===== config.mk =====
export PLATFORM = sky130hd
export DESIGN_NAME = mul_acc_unit
export DESIGN_NICKNAME = d
export VERILOG_FILES = /design/src/rtl/mul_acc_unit.sv
export SDC_FILE = /design/constraint.sdc
export NUM_CORES = 1
export LEC_CHECK = 0
export BUFFER_PORTS_ARGS = -buffer_cell sky130_fd_sc_hd__buf_4
export CAP_MARGIN = 25
export CORE_ASPECT_RATIO = 0.6
export CORE_UTILIZATION = 30
export DETAILED_ROUTE_END_ITERATION = 8
export RECOVER_POWER = 25
export SLEW_MARGIN = 20
export SYNTH_ARGS = -nofsm -noshare
export SYNTH_HDL_FRONTEND = slang
export SYNTH_SLANG_ARGS = --single-unit

===== constraint.sdc =====
create_clock -name clk -period 10.71 [get_ports clk]
set_input_delay 1.6065 -clock clk [delete_from_list [all_inputs] [get_ports clk]]
set_output_delay 1.6065 -clock clk [all_outputs]
set_load 0.005 [all_outputs]

===== src/rtl/mul_acc_unit.sv =====
// Sequential unsigned multiply-accumulate: res = opr1*opr2 + add at 2*WIDTH bits.
// Radix-2 shift-add datapath with fixed WIDTH-cycle latency, controlled by an IDLE/BUSY/DONE FSM.
module mul_acc_unit #(
  parameter int WIDTH = 32
) (
  input  logic             clk,
  input  logic             rst,
  input  logic             start_i,
  input  logic [WIDTH-1:0] opr1_i,
  input  logic [WIDTH-1:0] opr2_i,
  input  logic [WIDTH-1:0] add_i,
  output logic             busy_o,
  output logic             done_o,
  output logic [WIDTH-1:0] res_hi_o,
  output logic [WIDTH-1:0] res_lo_o
);

  localparam int CW = $clog2(WIDTH) + 1;

  typedef enum logic [1:0] {
    IDLE = 2'd0,
    BUSY = 2'd1,
    DONE = 2'd2
  } state_t;

  state_t             state, state_nxt;
  logic [2*WIDTH-1:0] mcand;
  logic [2*WIDTH-1:0] acc;
  logic [2*WIDTH-1:0] acc_step;
  logic [WIDTH-1:0]   mplier;
  logic [CW-1:0]      cnt;
  logic               last_step;

  // Partial sums never exceed the final result, so 2*WIDTH bits cannot overflow.
  always_comb begin
    acc_step = acc;
    if (mplier[0]) acc_step = acc + mcand;
  end

  assign last_step = (cnt == CW'(WIDTH - 1));

  always_ff @(posedge clk or posedge rst) begin
    if (rst) state <= IDLE;
    else     state <= state_nxt;
  end

  always_comb begin
    state_nxt = state;
    case (state)
      IDLE:    if (start_i) state_nxt = BUSY;
      BUSY:    if (last_step) state_nxt = DONE;
      DONE:    state_nxt = IDLE;
      default: state_nxt = IDLE;
    endcase
  end

  assign busy_o = (state == BUSY);
  assign done_o = (state == DONE);

  always_ff @(posedge clk or posedge rst) begin
    if (rst) begin
      mcand    <= '0;
      mplier   <= '0;
      acc      <= '0;
      cnt      <= '0;
      res_hi_o <= '0;
      res_lo_o <= '0;
    end else begin
      case (state)
        IDLE: begin
          if (start_i) begin
            mcand  <= {{WIDTH{1'b0}}, opr1_i};
            mplier <= opr2_i;
            acc    <= {{WIDTH{1'b0}}, add_i};
            cnt    <= '0;
          end
        end
        BUSY: begin
          acc    <= acc_step;
          mcand  <= mcand << 1;
          mplier <= mplier >> 1;
          cnt    <= cnt + CW'(1);
          // Result registers only change on entry to DONE and hold until the next one.
          if (last_step) begin
            res_hi_o <= acc_step[2*WIDTH-1:WIDTH];
            res_lo_o <= acc_step[WIDTH-1:0];
          end
        end
        default: ;
      endcase
    end
  end

endmodule


==> results.toml <==
[timing]
fmax_ghz = 0.209
max_slew_margin_pct = -207
period_share_pct = 44.6
setup_tns_ns = 0
timing_worst_slew_pin_value_ns = 4.58
hold_violations = 0
rsz0062_at_grt = "no"
finalCriticalPeriod_ns = 4.78
clock_skew_ns = 0.0122
setup_violations = 0
slew_viol_final = 164
hold_ws_ns = 0.480

[global_routing]
grtUsageTotal_pct = 19.4
grt_pass1_wl_mm = 70.4
first_global_vias = 11500
grt_max_degree = 100
overflow = 0
antenna_found_initial = 0

[outcome]
violations = "max-capacitance violations, max-slew violations"
outcome = "finished with violations"

[synthesis]
netlist-cell-type-count = 77
synth_seq_cells = 232
syn_area_per_cell_um2 = 9.07
yosysWarnings = 0
synth_top_area_share_pct = 42.9
synth-edff-count = 0
ys_seq_area_share_pct = 42.9
yosysTopAreaCell = "dfrtp_1"
synth.area.top_cells = "dfrtp_1, o21ai_0, nand2_1, ha_1, a21oi_1"
synthArstFlopShare_pct = 100
syn-num-nets = 1655
synth_cells = 1491
synth_ff_type = "dfrtp_1"
netlist_area_um2 = 13500

[routing]
drc_errors = 0
wl_per_cell_um = 20.5
routed_via_density = 5.48
final_antenna_net_count = 0
vias = 12000
routed_wl_mm = 45.0
drtIter0Drc = 1046
drtPass1Iterations = 6

[layout]
final_common_cell = "dfrtp_1"
final_area_um2 = 16100
mostFrequentLayoutCells = "dfrtp_1, nand2_1, o21ai_0, buf_4, a21oi_1"
regArea_um2 = 5810
syn2layout_area_growth_pct = 18.7
final_nets = 1763
multiInputGateArea_um2 = 7160
utilization_pct = 36.5
nFillCells = 4488
layout-drive-gt1-share_pct = 16.5
instances_no_fill = 2197
antennaDiodeCount = 0

[floorplan]
boundaryPins = 165
coreArea_um2 = 43900
die-width_um = 276
dieArea_um2 = 46000
die_h_um = 166
start_util_pct = 30.8
std_cell_rows = 59

[clock_network]
ctsHoldBuffers = 0
cts_made_buffers = 25
cts.path.max_buffers = 3
cts.clk_slew.worst_paths_ns = 0.06
cts_sinks = 232
clk_latency_ns = 0.55
cts_tree = "yes"
postCtsSetupRepairBufs = 0
cts_resized = 0
clockRootBuffer = "clkbuf_16"
ctsHtreeMaxLevel = 1

[placed_design]
dp_hpwl_mm = 32.5
dp.cells = 2151
placed_area_um2 = 15200
io_buffers = 164
routabilityCongestion = 0.948

[critical_path]
slowest_stage = "clkinvlp_2"
path_max_fanout = 99
end_kind = "async pin"
crit_required_ns = 10.28
crit_family = "buffers and inverters"
crit_arrival_ns = 4.35
cp_slowest_stage_delay_ns = 2.51
path_class = "in2async"
critPathLaunchType = "primary input"
path_cells = "clkbuf_4 -> clkinvlp_2"
critPathBufInv = 2

[pwr]
p_leak_nw = 7.22
powerDensity_nw_per_um2 = 301
ir_worst_vdd_mv = 0.118

[hold_path]
worstHoldPathType = "reg2reg"

[job]
maxCapViolCount = 2
registers in the layout (all words and copies together), names as in the netlist:
signal,count
mcand,64
cnt,6
acc,64
mplier,32
res_hi_o,32
state,2
res_lo_o,32
Yosys cell counts, types with 5 or more instances:
cell type	instances
and2_1	5
a211oi_1	5
buf_2	9
a21oi_1	123
buf_1	7
inv_1	35
nand4_1	24
xnor2_1	31
ha_1	64
and3_1	23
xor2_1	23
nor2b_1	7
o21ai_1	8
a21o_1	27
mux2_2	6
o22ai_1	8
o211ai_1	8
o21bai_1	10
o21ai_0	187
nor3_1	20
clkbuf_1	72
o22a_1	8
a22oi_1	77
o21a_1	11
dfrtp_1	232
nand2_1	217
nor2_1	57
a22o_1	47
mux2i_1	31
a31oi_1	10
nand3_1	15
layer usage:
metal | global-route usage [%] | up-vias | share of wire [%]
met4 | 3.74 | 0 | 1.7
met5 | 0 | - | 0
met2 | 27.8 | 404 | 41
met1 | 30.2 | 5923 | 50
met3 | 3.37 | 49 | 6.7
li1 | - | 5668 | -
logic make-up (layout without fill, tap and decap cells):
group / after synthesis / in the layout / share of synthesized area [%]
DFF: 232 / 232 / 42.9
adders and majority gates: 65 / 65 / 6.07
buffers and inverters: 136 / 263 / 4.37
and+or+nand+nor: 393 / 393 / 13.1
AOI/OAI and AO/OA: 574 / 574 / 27.2
xor gates and xnor gates: 54 / 54 / 3.50
muxes: 37 / 37 / 2.79
through the flow:
| step | total power [mW] | worst slack [ns] |
|---|---|---|
| 6_report | 4.84 | 5.93 |
| 5_1_grt | 5.19 | 5.06 |
| 4_1_cts | 4.85 | 6.38 |
| 3_5_place_dp | 3.90 | 6.98 |
| 3_3_place_gp | 3.85 | 7.04 |
| 2_1_floorplan | 3.11 | 2.74 |
power by group:
part / total, mW / switching [mW] / internal [mW] / leakage, nW
combinational: 2.41 / 1.45 / 0.961 / 3.75
clock: 0.923 / 0.380 / 0.543 / 0.433
sequential: 1.50 / 0.282 / 1.22 / 3.04
area by class of cell:
| cell class | instances | area share (%) |
|---|---|---|
| clock inverter | 12 | 0.889 |
| tap | 579 | 4.51 |
| sequential | 232 | 36.2 |
| clock buffer | 34 | 4.48 |
| timing repair buffer | 182 | 8.51 |
| inverter | 35 | 0.826 |
| multi-input combinational | 1123 | 44.6 |
worst paths after layout:
kind                             from      endpoint  slack [ns]  depth (start not counted)
max in group clk              start_i       acc[11]        6.20                          5
hold reg to reg            mplier[13]    mplier[13]        0.48                          2
min in group asynchronous         rst  res_lo_o[10]        2.44                          2
setup / recovery                  rst     mplier[0]        5.93                          2
setup reg to reg             state[0]       acc[11]        6.46                          5
hold / removal             mplier[13]    mplier[13]        0.48                          2
Power figures use the tool's default switching activity.
